<file path="src/rtl/spi_pkg.sv">
// Shared constants for the multi-slave SPI master: FSM encoding and SPI mode bits.
package spi_pkg;
  localparam logic [1:0] ST_IDLE  = 2'd0;
  localparam logic [1:0] ST_SETUP = 2'd1;
  localparam logic [1:0] ST_SHIFT = 2'd2;
  localparam logic [1:0] ST_HOLD  = 2'd3;

  typedef enum logic [1:0] {
    S_IDLE  = ST_IDLE,
    S_SETUP = ST_SETUP,
    S_SHIFT = ST_SHIFT,
    S_HOLD  = ST_HOLD
  } spi_state_e;

  localparam int CPOL_BIT = 1;
  localparam int CPHA_BIT = 0;

  localparam logic [1:0] SPI_MODE0 = 2'b00;
  localparam logic [1:0] SPI_MODE1 = 2'b01;
  localparam logic [1:0] SPI_MODE2 = 2'b10;
  localparam logic [1:0] SPI_MODE3 = 2'b11;
endpackage

</file>
<file path="src/rtl/spi_clk_gen.sv">
// SCLK divider: single-cycle tick every div+1 clk cycles while enabled.
module spi_clk_gen #(
  parameter int DIV_W = 8
) (
  input  logic             clk,
  input  logic             reset,
  input  logic             en,
  input  logic [DIV_W-1:0] div,
  output logic             tick
);
  // One extra bit so an all-ones divider never wraps before matching.
  logic [DIV_W:0] cnt;

  assign tick = en && (cnt == {1'b0, div});

  always_ff @(posedge clk or posedge reset)
    if (reset)           cnt <= '0;
    else if (!en || tick) cnt <= '0;
    else                 cnt <= cnt + 1'b1;
endmodule

</file>
<file path="src/rtl/spi_master_mc.sv">
// Multi-slave SPI master with per-transfer mode, divider and slave select.
// Optional macro SPI_LSB_FIRST_EN adds a lsb_first input for LSB-first shifting.
module spi_master_mc
  import spi_pkg::*;
#(
  parameter int DATA_W = 8,
  parameter int NUM_SS = 4,
  parameter int DIV_W  = 8,
  localparam int SS_W  = (NUM_SS > 1) ? $clog2(NUM_SS) : 1
) (
  input  logic              clk,
  input  logic              reset,
  input  logic              start,
  input  logic [1:0]        mode,
  input  logic [SS_W-1:0]   ss_sel,
  input  logic [DIV_W-1:0]  clk_div,
  input  logic [DATA_W-1:0] tx_data,
`ifdef SPI_LSB_FIRST_EN
  input  logic              lsb_first,
`endif
  output logic              busy,
  output logic              done,
  output logic              rx_valid,
  output logic [DATA_W-1:0] rx_data,
  output logic              sclk,
  output logic              mosi,
  input  logic              miso,
  output logic [NUM_SS-1:0] ss_n
);
  localparam int EC_W = $clog2(2*DATA_W) + 1;
  localparam logic [EC_W-1:0] LAST_EDGE = EC_W'(2*DATA_W - 1);

  spi_state_e        state, nxt;
  logic              accept, tick, cpha_q, lsb_q, sclk_q, done_q;
  logic [SS_W-1:0]   ss_q;
  logic [DIV_W-1:0]  div_q;
  logic [DATA_W-1:0] tx_sh, rx_sh, rx_q;
  logic [EC_W-1:0]   ecnt;

  assign busy     = (state != S_IDLE);
  assign done     = done_q;
  assign rx_valid = done_q;
  assign rx_data  = rx_q;
  assign sclk     = sclk_q;
  assign mosi     = (state == S_IDLE) ? 1'b0 : (lsb_q ? tx_sh[0] : tx_sh[DATA_W-1]);

  spi_clk_gen #(.DIV_W(DIV_W)) u_clk_gen (
    .clk(clk), .reset(reset), .en(busy), .div(div_q), .tick(tick)
  );

  always_ff @(posedge clk or posedge reset)
    if (reset) state <= S_IDLE;
    else       state <= nxt;

  always_comb begin
    nxt    = state;
    accept = 1'b0;
    case (state)
      S_IDLE:  if (start && (32'(ss_sel) < 32'(NUM_SS))) begin
                 nxt    = S_SETUP;
                 accept = 1'b1;
               end
      S_SETUP: if (tick) nxt = S_SHIFT;
      S_SHIFT: if (tick && ecnt == LAST_EDGE) nxt = S_HOLD;
      S_HOLD:  if (tick) nxt = S_IDLE;
      default: nxt = S_IDLE;
    endcase
  end

  // Same slave requested in the done cycle keeps its select low across words.
  always_comb begin
    ss_n = '1;
    if (busy || (done_q && start && ss_sel == ss_q)) ss_n[ss_q] = 1'b0;
  end

`ifdef SPI_LSB_FIRST_EN
  always_ff @(posedge clk or posedge reset)
    if (reset)       lsb_q <= 1'b0;
    else if (accept) lsb_q <= lsb_first;
`else
  assign lsb_q = 1'b0;
`endif

  always_ff @(posedge clk or posedge reset)
    if (reset) begin
      cpha_q <= 1'b0;
      ss_q   <= '0;
      div_q  <= '0;
      tx_sh  <= '0;
      rx_sh  <= '0;
      rx_q   <= '0;
      ecnt   <= '0;
      sclk_q <= 1'b0;
      done_q <= 1'b0;
    end else begin
      done_q <= 1'b0;
      if (state == S_IDLE) sclk_q <= mode[CPOL_BIT];
      if (accept) begin
        cpha_q <= mode[CPHA_BIT];
        ss_q   <= ss_sel;
        div_q  <= clk_div;
        tx_sh  <= tx_data;
        rx_sh  <= '0;
        ecnt   <= '0;
      end
      if (state == S_SHIFT && tick) begin
        sclk_q <= ~sclk_q;
        ecnt   <= ecnt + 1'b1;
        // Even edge counts are leading edges; CPHA picks which edge samples.
        if (ecnt[0] == cpha_q)
          rx_sh <= lsb_q ? {miso, rx_sh[DATA_W-1:1]} : {rx_sh[DATA_W-2:0], miso};
        else if (!(cpha_q && ecnt == '0))
          tx_sh <= lsb_q ? {1'b0, tx_sh[DATA_W-1:1]} : {tx_sh[DATA_W-2:0], 1'b0};
      end
      if (state == S_HOLD && tick) begin
        done_q <= 1'b1;
        rx_q   <= rx_sh;
      end
    end
endmodule

</file>
<file path="config.mk">
export PLATFORM = sky130hd
export DESIGN_NAME = spi_master_mc
export DESIGN_NICKNAME = d
export VERILOG_FILES = /design/src/rtl/spi_pkg.sv /design/src/rtl/spi_clk_gen.sv /design/src/rtl/spi_master_mc.sv
export SDC_FILE = /design/constraint.sdc
export NUM_CORES = 1
export LEC_CHECK = 0
export CAP_MARGIN = 20
export CORE_MARGIN = 2
export CORE_UTILIZATION = 49
export CTS_CLUSTER_DIAMETER = 50
export DETAILED_ROUTE_END_ITERATION = 8
export GPL_ROUTABILITY_DRIVEN = 0
export HOLD_SLACK_MARGIN = 0.08
export PLACE_DENSITY = 0.82
export SYNTH_ARGS = -nofsm -noshare
export SYNTH_HDL_FRONTEND = slang
export SYNTH_SLANG_ARGS = --single-unit
</file>
<file path="constraint.sdc">
create_clock -name clk -period 2.36 [get_ports clk]
set_input_delay 0.472 -clock clk [delete_from_list [all_inputs] [get_ports clk]]
set_output_delay 0.472 -clock clk [all_outputs]
set_load 0.01 [all_outputs]
</file>
==> results by group <==
Outcome
  • Status: complete, no violations

Logic synthesis
  • Synth Register Bits: 53
  • Ys Warns: 0
  • Netlist Area Pre-Place: 2710 um2
  • Syn nets: around 270
  • Ranking of synthesized cells by area: dfrtp_1, mux2_2, ha_1
  • Most numerous cell in the Yosys netlist: dfrtp_1
  • Syn Inst Count: between 200 and 250
  • Synth top cells by count: dfrtp_1, mux2_2, inv_1, nand2_1, nor2_1
  • Ys flop type: dfrtp_1
  • Post-synthesis sequential area ratio: 48.9%
  • Yosys top cell area share: between 40% and 50%
  • Synth cell types: 42
  • Syn avg cell area: approximately 12 um2
  • EDFF count, synth: 0
  • Area leader, netlist: dfrtp_1
  • Async S/R FF share, synth: 100%

Setup path
  • Crit path buf inv count: 3
  • Crit path depth: 6
  • Reg2reg end: tx_sh[5]
  • Crit-path cells: clkdlybuf4s50_1, xor2_1, o21ai_2, buf_4, nand3_1, dlygate4sd2_1
  • Critical Path End Type: primary output
  • Crit start category: primary input
  • Crit path kind: primary input to primary output
  • R2R cell count: 6
  • Reg2reg start: u_clk_gen.cnt[6]
  • Flop2flop setup slack: ~0.16 ns
  • CP delay by family, top: buffers and inverters
  • Critical path data arrival time: ~1.8 ns
  • Crit Path Max Fanout: 2
  • Slowest cell on crit path: clkdlybuf4s50_1
  • WP data required: 1.89 ns
  • Crit-path max cell delay: about 0.43 ns

Timing
  • Slew @ Worst Pin: approximately 0.43 ns
  • Final hold slack: roughly 0.47 ns
  • Final Max Tran Viols: 0
  • Min Clock Period, post-route: ~2.2 ns
  • Hold Fails Final Rpt: 0
  • FMAX: around 450 MHz
  • Skew final: 0.00530 ns
  • Final setup violation count: 0
  • Final period util: 94.0%
  • Slew headroom: 71.5%
  • Unrepaired setup endpoints after global routing: false

Finish
  • # diodes: 0
  • P&R area growth vs syn: 26.5%
  • Fin nets: about 330
  • Final Instance Area: 3430 um2
  • Share of layout cells above drive strength 1: between 20% and 30%

Die
  • Die area: between 6000 and 7000 um2
  • Initial core utilization: approximately half
  • Core area: approximately 5400 um2
  • FP Rows: 27
  • Io pins: 41
  • Die height: approximately 78 um
  • Die X: 78.4 um

Job
  • MaxCap Viol Count: 0

Global routing
  • Initial antenna violation count: 0
  • First-pass GRT wire length: slightly below 9 mm
  • Largest net degree at the start of global routing: 36
  • Vias in the first global route: 1862
  • GRT overflow: 0
  • GRT Overall Usage: 18.4%

Worst hold path
  • HP Class: primary input to asynchronous set/reset pin

Power and ir drop
  • P per Cell Area: between 1000 and 1500 nW/um2
  • VDD IR max: approximately 0.71 mV
  • Pleak: 1.61 nW
  • Design Power: about 0.0036 W

Route
  • # DRC: 0
  • Post-Route WL: 5.09 mm
  • Drt first pass iters: 6
  • Antenna Violating Nets Remaining: 0
  • Wire per inst: about 14 um
  • Initial DRC Count: 76
  • Vias per cell: approximately 5.1
  • Via count: about 1900

Place
  • Post-DP Area: between 3000 and 4000 um2
  • DP Wirelength: approximately 3.6 mm
  • Buffers added on ports: 40

CTS
  • TritonCTS clock tree: yes
  • Hold buffers post-CTS: 0
  • CTS buffer count: 5
  • Worst skew pair latency: about 0.3 ns
  • CTS sink count: 53
  • Clock tree buffer depth: 2
  • H-tree depth: 2
  • CTS Root Cell: clkbuf_8
  • Clk slew on worst S/H paths: 0.09 ns
-- logic make-up after synthesis --
family,synth area share [%]
flops,48.9
compound gates,5.26
mux,18.8
simple gates,13.5
buf+inv,4.61
fa+ha+maj,4.15
xor+xnor,4.84
-- through the flow --
stage               utilization, %  TNS [ns]  instances  worst slack, ns
floorplan                        -         0        234            0.146
global placement              60.5    -0.610        353           -0.173
detailed placement            60.5    -0.892        353           -0.233
CTS                           62.3         0        363           0.0143
global route                  63.1         0        366           0.0542
finish                        63.1         0        366            0.141
-- cell usage in the layout, fill, tap and decap left out, types with 2 or more instances in the layout --
| master | count |
|---|---|
| dfrtp_1 | 53 |
| a2bb2oi_1 | 2 |
| inv_1 | 20 |
| clkinv_2 | 2 |
| buf_12 | 2 |
| dlymetal6s2s_1 | 2 |
| and2b_2 | 3 |
| mux2_2 | 28 |
| and2b_1 | 2 |
| nand4_1 | 3 |
| mux2i_1 | 9 |
| and3_1 | 2 |
| nor2_1 | 13 |
| xor2_1 | 12 |
| buf_4 | 17 |
| or3_1 | 2 |
| xnor2_1 | 3 |
| o21ai_0 | 5 |
| mux2_4 | 7 |
| nor2b_1 | 2 |
| o31a_1 | 2 |
| o21a_1 | 2 |
| a21oi_1 | 2 |
| ha_1 | 8 |
| dlygate4sd2_1 | 4 |
| clkdlybuf4s50_1 | 34 |
| clkbuf_8 | 5 |
| nand2_1 | 16 |
| nand3_1 | 7 |
| nor3_1 | 5 |
-- worst max-delay path by stage --
| stage | startpoint | endpoint | slack [ns] |
|---|---|---|---|
| global route | ss_q[1] | ss_n[2] | 0.05 |
| CTS | state[0] | tx_sh[5] | 0.01 |
| detailed placement | ss_sel[1] | ss_n[2] | -0.23 |
| global placement | ss_sel[1] | ss_n[2] | -0.17 |
| finish | ss_sel[0] | ss_n[3] | 0.14 |
| floorplan | state[0] | tx_sh[1] | 0.15 |
-- state kept, by name, summed over array words and instances, names as in the netlist --
register,flops
u_clk_gen.cnt,9
div_q,8
rx_data,8
rx_sh,8
tx_sh,8
ecnt,5
ss_q,2
state,2
cpha_q,1
done,1
sclk,1
-- what timing repair did --
item | 4_1_cts | 5_1_grt
pin swaps | 0 | 3
cloned | 0 | 0
setup buffers | 2 | 3
setup endpoints to repair | 12 | 20
gates resized for setup | 7 | 6
-- cell type report --
class                           instances  area (um2)
Clock inverter                          2        10.0
Sequential cell                        53        1330
Tap cell                               72        90.1
Timing Repair Buffer                   59         568
Multi-Input combinational cell        153        1290
Clock buffer                            6        72.6
Inverter                               21        78.8
Fill cell                             450        2010
-- metal layers --
metal  part of all wire (%)  vias to the layer above  GRT usage [%]
met5                      0                        -              0
met4                    1.7                        0           7.19
met3                    3.2                        8           3.33
met2                     48                       40           29.7
met1                     47                      915           24.7
li1                       -                      909              -
-- power breakdown --
| group | switching (W) | leakage (nW) | internal, W |
|---|---|---|---|
| combinational | 0.000689 | 0.899 | 0.000939 |
| sequential | 0.000274 | 0.665 | 0.00123 |
| clock | 0.000283 | 0.0450 | 0.000206 |
| total | 0.00125 | 1.61 | 0.00238 |
-- worst register-to-register path: cells and delay by family (launching register included) --
kind | cells | cell delay, ns
AOI/OAI and AO/OA | 1 | 0.33
buffers and inverters | 1 | 0.19
DFF | 1 | 0.44
muxes | 1 | 0.31
and+or+nand+nor | 3 | 0.83
Power figures use the tool's default switching activity.
